`config.mk`:
```
export PLATFORM = sky130hd
export DESIGN_NAME = pwm_multi_gen_flat
export DESIGN_NICKNAME = d
export VERILOG_FILES = /design/src/rtl/pwm_pkg.sv /design/src/rtl/pwm_multi_gen_if.sv /design/src/rtl/pwm_ch_cmp.sv /design/src/rtl/pwm_multi_gen.sv /design/src/flat_wrapper.sv
export SDC_FILE = /design/constraint.sdc
export NUM_CORES = 1
export LEC_CHECK = 0
export ABC_AREA = 1
export CAP_MARGIN = 0
export CORE_MARGIN = 3
export CORE_UTILIZATION = 35
export CTS_BUF_LIST = sky130_fd_sc_hd__clkbuf_16
export DETAILED_ROUTE_END_ITERATION = 7
export SYNTH_ARGS = -nofsm -noshare
export SYNTH_HDL_FRONTEND = slang
export SYNTH_SLANG_ARGS = --single-unit
```
`constraint.sdc`:
```
create_clock -name clk_i -period 6.1 [get_ports clk_i]
set_clock_uncertainty 0.15 [all_clocks]
set_input_delay 1.22 -clock clk_i [delete_from_list [all_inputs] [get_ports clk_i]]
set_output_delay 1.22 -clock clk_i [all_outputs]
set_load 0.02 [all_outputs]
```
`src/rtl/pwm_pkg.sv`:
```
// Shared constants and types for the multi-channel PWM generator.
// Optional build macro: PWM_CENTER_ALIGN_EN selects the up/down (centre-aligned) counter.
package pwm_pkg;

  localparam int unsigned PWM_NCH_DEF = 4;
  localparam int unsigned PWM_CW_DEF  = 16;
  localparam int unsigned PWM_PER_MIN = 2;

  typedef logic [PWM_CW_DEF-1:0] pwm_cnt_t;

  typedef enum logic {
    PWM_UP,
    PWM_DN
  } pwm_dir_e;

endpackage

```
`src/rtl/pwm_multi_gen_if.sv`:
```
// Control/status bundle of the PWM generator. Signal names follow the generator's view:
// the slave modport is the generator, the master modport drives it.
interface pwm_multi_gen_if #(
  parameter int unsigned NCH = pwm_pkg::PWM_NCH_DEF,
  parameter int unsigned CW  = pwm_pkg::PWM_CW_DEF
);

  logic              ena_i;
  logic [CW-1:0]     period_i;
  logic [NCH*CW-1:0] duty_i;
  logic [NCH-1:0]    duty_we_i;
  logic [NCH-1:0]    pwm_o;
  logic              sync_o;
  logic              pend_o;

  modport master (
    output ena_i, period_i, duty_i, duty_we_i,
    input  pwm_o, sync_o, pend_o
  );

  modport slave (
    input  ena_i, period_i, duty_i, duty_we_i,
    output pwm_o, sync_o, pend_o
  );

endinterface

```
`src/rtl/pwm_ch_cmp.sv`:
```
// One PWM channel: shadow and active duty registers plus the registered compare output.
module pwm_ch_cmp #(
  parameter int unsigned CW = pwm_pkg::PWM_CW_DEF
) (
  input  logic          clk_i,
  input  logic          rst_i,
  input  logic          ena_i,
  input  logic          le_i,
  input  logic [CW-1:0] cnt_nxt_i,
  input  logic [CW-1:0] duty_i,
  input  logic          duty_we_i,
  output logic          pwm_o
);

  logic [CW-1:0] shadow_q, shadow_d;
  logic [CW-1:0] act_q, act_d;
  logic          pwm_q, pwm_d;

  // Next-state: load event takes the old shadow, a write lands in the shadow afterwards.
  always_comb begin
    act_d    = le_i ? shadow_q : act_q;
    shadow_d = duty_we_i ? duty_i : shadow_q;
    // Compare against next count and next duty so the flop lines up with the counter.
    pwm_d    = ena_i && (cnt_nxt_i < act_d);
  end

  // Channel state registers.
  always_ff @(posedge clk_i or posedge rst_i) begin
    if (rst_i) begin
      shadow_q <= '0;
      act_q    <= '0;
      pwm_q    <= 1'b0;
    end else begin
      shadow_q <= shadow_d;
      act_q    <= act_d;
      pwm_q    <= pwm_d;
    end
  end

  assign pwm_o = pwm_q;

endmodule

```
`src/rtl/pwm_multi_gen.sv`:
```
// NCH-channel phase-aligned PWM generator with double-buffered duty and period.
// Build macro PWM_CENTER_ALIGN_EN: centre-aligned up/down counting; default is saw-tooth.
module pwm_multi_gen
  import pwm_pkg::*;
#(
  parameter int unsigned NCH     = PWM_NCH_DEF,
  parameter int unsigned CW      = PWM_CW_DEF,
  parameter int unsigned PER_RST = 20000
) (
  input logic             clk_i,
  input logic             rst_i,
  pwm_multi_gen_if.slave  bus_io
);

  localparam logic [CW-1:0] PerMin = CW'(PWM_PER_MIN);
  localparam logic [CW-1:0] PerRst = CW'(PER_RST);
  localparam logic [CW-1:0] One    = CW'(1);

  logic [CW-1:0] cnt_q, cnt_d;
  logic [CW-1:0] per_q, per_d;
  logic          ena_q;
  logic          sync_q;
  logic          pend_q, pend_d;
  logic          wrap;
  logic          le;
  logic [NCH-1:0] pwm_w;

`ifdef PWM_CENTER_ALIGN_EN
  pwm_dir_e dir_q, dir_d;
  logic     go_dn;
`endif

  // Counter, period and load-event next-state logic.
  always_comb begin
`ifdef PWM_CENTER_ALIGN_EN
    // The top of the ramp turns the count around even before dir_q has flipped.
    go_dn = (dir_q == PWM_DN) || (cnt_q == per_q - One);
    wrap  = go_dn && (cnt_q == One);
`else
    wrap  = (cnt_q == per_q - One);
`endif
    le     = bus_io.ena_i && (!ena_q || wrap);
    per_d  = per_q;
    cnt_d  = '0;
    pend_d = pend_q;
    if (le) begin
      per_d = (bus_io.period_i < PerMin) ? PerMin : bus_io.period_i;
    end
    if (bus_io.ena_i && !le) begin
`ifdef PWM_CENTER_ALIGN_EN
      cnt_d = go_dn ? cnt_q - One : cnt_q + One;
`else
      cnt_d = cnt_q + One;
`endif
    end
`ifdef PWM_CENTER_ALIGN_EN
    dir_d = dir_q;
    if (!bus_io.ena_i || le) begin
      dir_d = PWM_UP;
    end else if (go_dn) begin
      dir_d = PWM_DN;
    end
`endif
    // A write in the load-event cycle keeps pend set: its value is still waiting.
    if (|bus_io.duty_we_i) begin
      pend_d = 1'b1;
    end else if (le) begin
      pend_d = 1'b0;
    end
  end

  // Shared timing state.
  always_ff @(posedge clk_i or posedge rst_i) begin
    if (rst_i) begin
      cnt_q  <= '0;
      per_q  <= PerRst;
      ena_q  <= 1'b0;
      sync_q <= 1'b0;
      pend_q <= 1'b0;
`ifdef PWM_CENTER_ALIGN_EN
      dir_q  <= PWM_UP;
`endif
    end else begin
      cnt_q  <= cnt_d;
      per_q  <= per_d;
      ena_q  <= bus_io.ena_i;
      sync_q <= le;
      pend_q <= pend_d;
`ifdef PWM_CENTER_ALIGN_EN
      dir_q  <= dir_d;
`endif
    end
  end

  for (genvar k = 0; k < NCH; k++) begin : g_ch
    pwm_ch_cmp #(
      .CW(CW)
    ) u_ch (
      .clk_i     (clk_i),
      .rst_i     (rst_i),
      .ena_i     (bus_io.ena_i),
      .le_i      (le),
      .cnt_nxt_i (cnt_d),
      .duty_i    (bus_io.duty_i[k*CW +: CW]),
      .duty_we_i (bus_io.duty_we_i[k]),
      .pwm_o     (pwm_w[k])
    );
  end

  assign bus_io.pwm_o  = pwm_w;
  assign bus_io.sync_o = sync_q;
  assign bus_io.pend_o = pend_q;

endmodule
```
`src/flat_wrapper.sv`:
```
// flat-port wrapper written by rule: the top's interface ports become plain ports
module pwm_multi_gen_flat import pwm_pkg::*;
#(
  parameter int unsigned NCH     = PWM_NCH_DEF,
  parameter int unsigned CW      = PWM_CW_DEF,
  parameter int unsigned PER_RST = 20000
)
  (clk_i, rst_i, bus_io_ena_i, bus_io_period_i, bus_io_duty_i, bus_io_duty_we_i, bus_io_pwm_o, bus_io_sync_o, bus_io_pend_o);
  pwm_multi_gen_if #(.NCH(NCH), .CW(CW)) bus_io_i ();
  input logic clk_i;
  input logic rst_i;
  input wire logic [$bits(bus_io_i.ena_i)-1:0] bus_io_ena_i;
  input wire logic [$bits(bus_io_i.period_i)-1:0] bus_io_period_i;
  input wire logic [$bits(bus_io_i.duty_i)-1:0] bus_io_duty_i;
  input wire logic [$bits(bus_io_i.duty_we_i)-1:0] bus_io_duty_we_i;
  output wire logic [$bits(bus_io_i.pwm_o)-1:0] bus_io_pwm_o;
  output wire logic [$bits(bus_io_i.sync_o)-1:0] bus_io_sync_o;
  output wire logic [$bits(bus_io_i.pend_o)-1:0] bus_io_pend_o;
  assign bus_io_i.ena_i = bus_io_ena_i;
  assign bus_io_i.period_i = bus_io_period_i;
  assign bus_io_i.duty_i = bus_io_duty_i;
  assign bus_io_i.duty_we_i = bus_io_duty_we_i;
  assign bus_io_pwm_o = bus_io_i.pwm_o;
  assign bus_io_sync_o = bus_io_i.sync_o;
  assign bus_io_pend_o = bus_io_i.pend_o;
  pwm_multi_gen #(.NCH(NCH), .CW(CW), .PER_RST(PER_RST)) u_core (.clk_i(clk_i), .rst_i(rst_i), .bus_io(bus_io_i));
endmodule
```
Word level (Yosys, flattened, before mapping)
Cells that the tools add are included.
{ "word_totals": {"regBits": 167, "inputBits": 87, "output_inout_bits": 6, "wordCells": 44} }
{ "classes": {"addsub": 2, "order_cmp": 5, "n_eq_ne": 1, "muxes": 8, "n_reduce_logical": 11} }
{ "op_table": {"columns": ["cell", "count"], "rows": [
  ["16-bit two-way mux", 6],
  ["16-bit less-than comparator", 4],
  ["16-bit by 1-bit adder with 16-bit output, second input constant", 1],
  ["16-bit == test", 1],
  ["16-bit by 2-bit less-than comparator with 1-bit output, second input constant", 1],
  ["16-bit by 1-bit subtractor with 16-bit output, second input constant", 1],
  ["1-bit logical AND", 6],
  ["4-bit OR reduction", 1],
  ["1-bit logical NOT", 2],
  ["1-bit two-way mux", 2],
  ["2-bit nonzero test", 1],
  ["1-bit logical OR", 1]
]} }

Longest topological paths before layout
{ "logic_depth": {"word_depth": 9, "ltp_mapped": 26, "mapped_depth_nobuf": 25} }

By module
Synthesis repeated with hierarchy kept, for this count alone.
{ "hier_totals": {"cells_unflattened": 1058, "hier_area_um2": 8643.3} }
{ "by_module_without_submodules": {"columns": ["mod", "instances", "cells_per_inst", "area_per_inst_um2", "seq_area_each_um2"], "rows": [
  ["pwm_ch_cmp (u_core.g_ch[0].u_ch ...)", 2, 186, 1600.3, 825.8],
  ["pwm_multi_gen", 1, 314, 2238.4, 882.1],
  ["pwm_ch_cmp (u_core.g_ch[2].u_ch)", 1, 187, 1606.5, 825.8],
  ["pwm_ch_cmp (u_core.g_ch[3].u_ch)", 1, 185, 1597.8, 825.8]
]} }

Worst setup path after synthesis
Ideal clock, no wire load.
{ "synth_path": {"path_type": "input -> register", "startpoint": "input port bus_io_ena_i", "endpoint": "register u_core.g_ch[3].u_ch.pwm_q", "setup_time_ns": 0.073, "t_arrival_ns": 3.043, "required_time_ns": 5.877, "path_slack_ns": 2.834, "cell_stages": 10, "n_path_buf": 2, "cell_sequence": "buf_2 -> nand3_1 -> clkbuf_1 -> a211oi_1 -> ha_1 -> nand2_1 -> nor2_1 -> a211oi_1 -> o221ai_1 -> a21oi_2"} }
{ "synth_between": {"elab_chain_len": 6, "elab_cells_between_ends": 7, "cone_classes": "order compare: 1; mux: 2; reduce/logical: 4"} }
{ "synth_rtl": {"columns": ["item", "line", "rtl"], "rows": [
  ["start: declaration", "flat_wrapper.sv:12", "input wire logic [$bits(bus_io_i.ena_i)-1:0] bus_io_ena_i;"],
  ["1-bit logical AND", "pwm_multi_gen.sv:42", "le = bus_io.ena_i && (!ena_q || wrap);"],
  ["1-bit logical NOT", "pwm_multi_gen.sv:49", "if (bus_io.ena_i && !le) begin"],
  ["1-bit logical AND (*)", "pwm_multi_gen.sv:49", null],
  ["16-bit two-way mux (*)", "pwm_multi_gen.sv:49", null],
  ["named net u_core.cnt_d[11]", "pwm_multi_gen.sv:19", "logic [CW-1:0] cnt_q, cnt_d;"],
  ["16-bit less-than comparator (*)", "pwm_ch_cmp.sv:24", "pwm_d = ena_i && (cnt_nxt_i < act_d);"],
  ["1-bit logical AND (*)", "pwm_ch_cmp.sv:24", null],
  ["named net u_core.g_ch[3].u_ch.pwm_d", "pwm_ch_cmp.sv:17", "logic pwm_q, pwm_d;"],
  ["end signal: assignment", "pwm_ch_cmp.sv:36", "pwm_q <= pwm_d;"],
  ["end: declaration", "pwm_ch_cmp.sv:17", null]
]} }
Mark *: on every way through the listed nets, which the timed path passes. The rest lies on a longest branch.
A chain may end at the register's enable or synchronous reset.

Final worst setup path
{ "layout_path": {"startpoint": "register u_core.per_q[0]", "endpoint": "register u_core.g_ch[0].u_ch.pwm_q"} }
{ "layout_between": {"elab_chain_len": 9, "elab_cells_between_ends": 10, "cone_classes": "add/sub: 1; order compare: 1; eq/ne: 1; mux: 2; reduce/logical: 5"} }
{ "layout_rtl": {"columns": ["item", "line", "rtl"], "rows": [
  ["start: declaration", "pwm_multi_gen.sv:20", "logic [CW-1:0] per_q, per_d;"],
  ["start signal: assignment", "pwm_multi_gen.sv:76", "per_q <= PerRst;"],
  ["start signal: assignment", "pwm_multi_gen.sv:85", "per_q <= per_d;"],
  ["16-bit by 1-bit subtractor with 16-bit output (*)", "pwm_multi_gen.sv:40", "wrap = (cnt_q == per_q - One);"],
  ["16-bit == test (*)", "pwm_multi_gen.sv:40", null],
  ["1-bit logical OR (*)", "pwm_multi_gen.sv:42", null],
  ["1-bit logical AND (*)", "pwm_multi_gen.sv:42", null],
  ["1-bit logical NOT", "pwm_multi_gen.sv:49", null],
  ["1-bit logical AND", "pwm_multi_gen.sv:49", null],
  ["16-bit two-way mux", "pwm_multi_gen.sv:49", null],
  ["16-bit less-than comparator (*)", "pwm_ch_cmp.sv:24", null],
  ["1-bit logical AND (*)", "pwm_ch_cmp.sv:24", null],
  ["named net u_core.g_ch[0].u_ch.pwm_d", "pwm_ch_cmp.sv:17", null],
  ["end signal: assignment", "pwm_ch_cmp.sv:36", null],
  ["end: declaration", "pwm_ch_cmp.sv:17", null]
]} }
Marked as above.

==> reports/qor.txt <==
RR Endpoint: u_core.g_ch[0].u_ch.pwm_o
Final nets: 1,128
CTS Buf Count: 17
Final Wtd Congestion: 0.864
CP most frequent cell: nand2_1
top-count cell post-synth: dfrtp_1
routed vias/inst: 4.60
post-CTS resize count: 0
Worst R2R Path Depth: 25
estimated wirelength of the detail-placed design: 13.3 mm
core area: 0.0238 sq mm
RSZ-0062 raised after global routing: false
row count: 56
worst vdd ir: 0.000139 V
io pins: 93
Post-Syn Area: 0.00862 sq mm
ys async rst share: 100%
Post-Syn Instances: 893
Sink Count: 167
Startpoint Class: register
top cells by count, synth: dfrtp_1 (162), nand2_1 (150), inv_1 (107)
Diodes inserted: 0
top_reg_cell synth: dfrtp_1
Port Buffer Count: 92
Finished Cell Area: 0.0104 sq mm
first-pass GRT wire length: 31.1 mm
YS warnings: 0
Seq/Total Area, Yosys: 48.6%
Avg Cell Area, Syn: 9.65 sq um
min-delay worst type: reg -> reg
clk root buf: clkbuf_16
max frequency: 245 MHz
area delta synth->final: 20.4%
post-synth cell types: 39
vias in the first global route: 6,033
setup violators final: 0
Global Route Usage Sum: 14.9%
H-tree levels: 4
routed vias: 6,025
flops & latches, synth: 167
WHS Path Cells: 2
# DRC: 0
cts hold-fix bufs: 0
P_leak: 4.84 nW
Slew headroom: 34.1%
Bufs on Longest Clock Path: 2
Final Power: 2.75 mW
Critical Path RT: 6.30 ns
total grt overflow: 0
PwrDens: 265 mW/mm^2
CTS tree: done
DIE AREA: 0.0265 sq mm
status: finished clean
setup TNS: 0 ns
Worst Hold End: u_core.bus_io.pend_o
Max Cap Viol: 0
Crit-path slowest cell: inv_2
area post-placement: 0.00983 sq mm
top cells by area, synth: dfrtp_1 (47%), ha_1 (9.0%), mux2_2 (7.6%)
Synth area leader: dfrtp_1
die outline height: 163 um
Largest stage delay, worst path: 0.57 ns
worst skew pair latency: 0.43 ns
Clock Pin Slew Worst Setup and Hold Paths: 0.07 ns
Critical Path AT: 4.27 ns
HP Start: u_core.bus_io.pend_o
TritonRoute pass-1 iters: 4
worst-margin pin slew: 0.987 ns
average wire per standard cell: 14.3 um
Die Wd: 163 um
kind of critical path: reg -> reg
1st-iter DRT viols: 351
Synth Net Count: 1,042
pins over their slew limit: 0
Reg-to-Reg Start: u_core.per_q[0]
post-synth top area share: 47.0%
pin count of the biggest net entering global routing: 100
number of synthesized flops with an enable pin: 0
Initial Utilization: 36.2%
final wirelength: 18.7 mm
initial antenna violation count: 0
count of final hold-check violations: 0
hold slack final: 0.333 ns
CP endpoint kind: register
Antenna Nets Post-Route: 0
internal reg-to-reg setup slack: 2.03 ns
worst-path fanout max: 56
Setup Fix Bufs, Post-CTS: 0
Period minus WS final: 4.07 ns
layout cells sized above 1: 17.1%
crit share post-route: 66.8%
registers in the layout (all words and copies together), names as in the netlist:
signal                     flops
u_core.g_ch.u_ch.act_q        64
u_core.bus_io.pend_o           1
u_core.cnt_q                  16
u_core.ena_q                   1
u_core.per_q                  16
u_core.bus_io.sync_o           1
u_core.g_ch.u_ch.pwm_o         4
u_core.g_ch.u_ch.shadow_q     64
worst max-delay path: cells and delay by family (launching register included):
| kind | cells | cell delay [ns] |
|---|---|---|
| flip-flops | 1 | 0.42 |
| AO/OA/AOI/OAI | 2 | 0.22 |
| adder cells (fa/ha/maj) | 2 | 0.54 |
| buffers and inverters | 3 | 1.09 |
| AND/OR/NAND/NOR | 18 | 1.55 |
layout by cell type (no fill, tap or decap), types with 8 or more instances in the layout:
master / netlist / routed
dfrtp_1: 162 / 162
or2_0: 8 / 8
clkdlybuf4s50_1: 0 / 92
nor2_1: 45 / 45
nand3_1: 22 / 22
or2_2: 50 / 50
o21ai_0: 16 / 16
a21oi_1: 20 / 20
nand4_1: 10 / 10
a211oi_1: 13 / 13
nand2_1: 150 / 150
o21ai_1: 58 / 58
mux2_2: 58 / 58
inv_1: 107 / 107
xor2_1: 15 / 15
clkbuf_16: 0 / 17
ha_1: 62 / 62
power by group:
| group | internal, mW | leakage, nW | switching, mW |
|---|---|---|---|
| combinational | 0.217 | 2.62 | 0.239 |
| clock | 0.530 | 0.267 | 0.476 |
| sequential | 1.23 | 1.95 | 0.0592 |
| total | 1.98 | 4.84 | 0.774 |
cells by family (layout without fill, tap and decap cells):
logic type,after synthesis,count (layout),synth area share (%)
multiplexers,58,58,7.58
adder cells (fa/ha/maj),62,62,9.00
AO/OA/AOI/OAI,113,113,7.17
AND/OR/NAND/NOR,331,331,18.9
XOR/XNOR,22,22,2.24
flip-flops,167,167,48.6
buffers and inverters,140,239,6.58
worst max-delay path by stage:
stage	start	endpoint	slack (ns)	cells past startpoint
global placement	bus_io_ena_i	u_core.g_ch[3].u_ch.pwm_o	1.85	9
finish	u_core.per_q[0]	u_core.g_ch[0].u_ch.pwm_o	2.03	25
CTS	u_core.per_q[0]	u_core.g_ch[0].u_ch.pwm_o	1.94	25
floorplan	rst_i	u_core.bus_io.pend_o	0.22	1
global route	u_core.per_q[0]	u_core.g_ch[0].u_ch.pwm_o	1.59	25
detailed placement	bus_io_ena_i	u_core.g_ch[0].u_ch.pwm_o	1.68	9
routing by layer:
layer	global-route usage (%)	part of all wire, %
met1	21.6	50
met3	3.26	4.7
met2	22.6	44
met4	3.96	1.2
met5	0	0
stage by stage:
step                cells  utilization [%]  setup slack (ns)
global route         1311             43.6              1.59
detailed placement   1279             41.3              1.68
floorplan             893                -             0.220
global placement     1279             41.3              1.85
finish               1311             43.6              2.03
CTS                  1311             43.6              1.94
layout make-up:
type                       count  area [sq um]
fill                        2352         13400
sequential                   167          4190
multi-input combinational    586          3870
timing repair buffer          97           958
clock buffer                  17           425
inverter                     110           418
tap                          319           399
clock inverter                15           123
No activity file was read; power rests on OpenSTA's default activity.
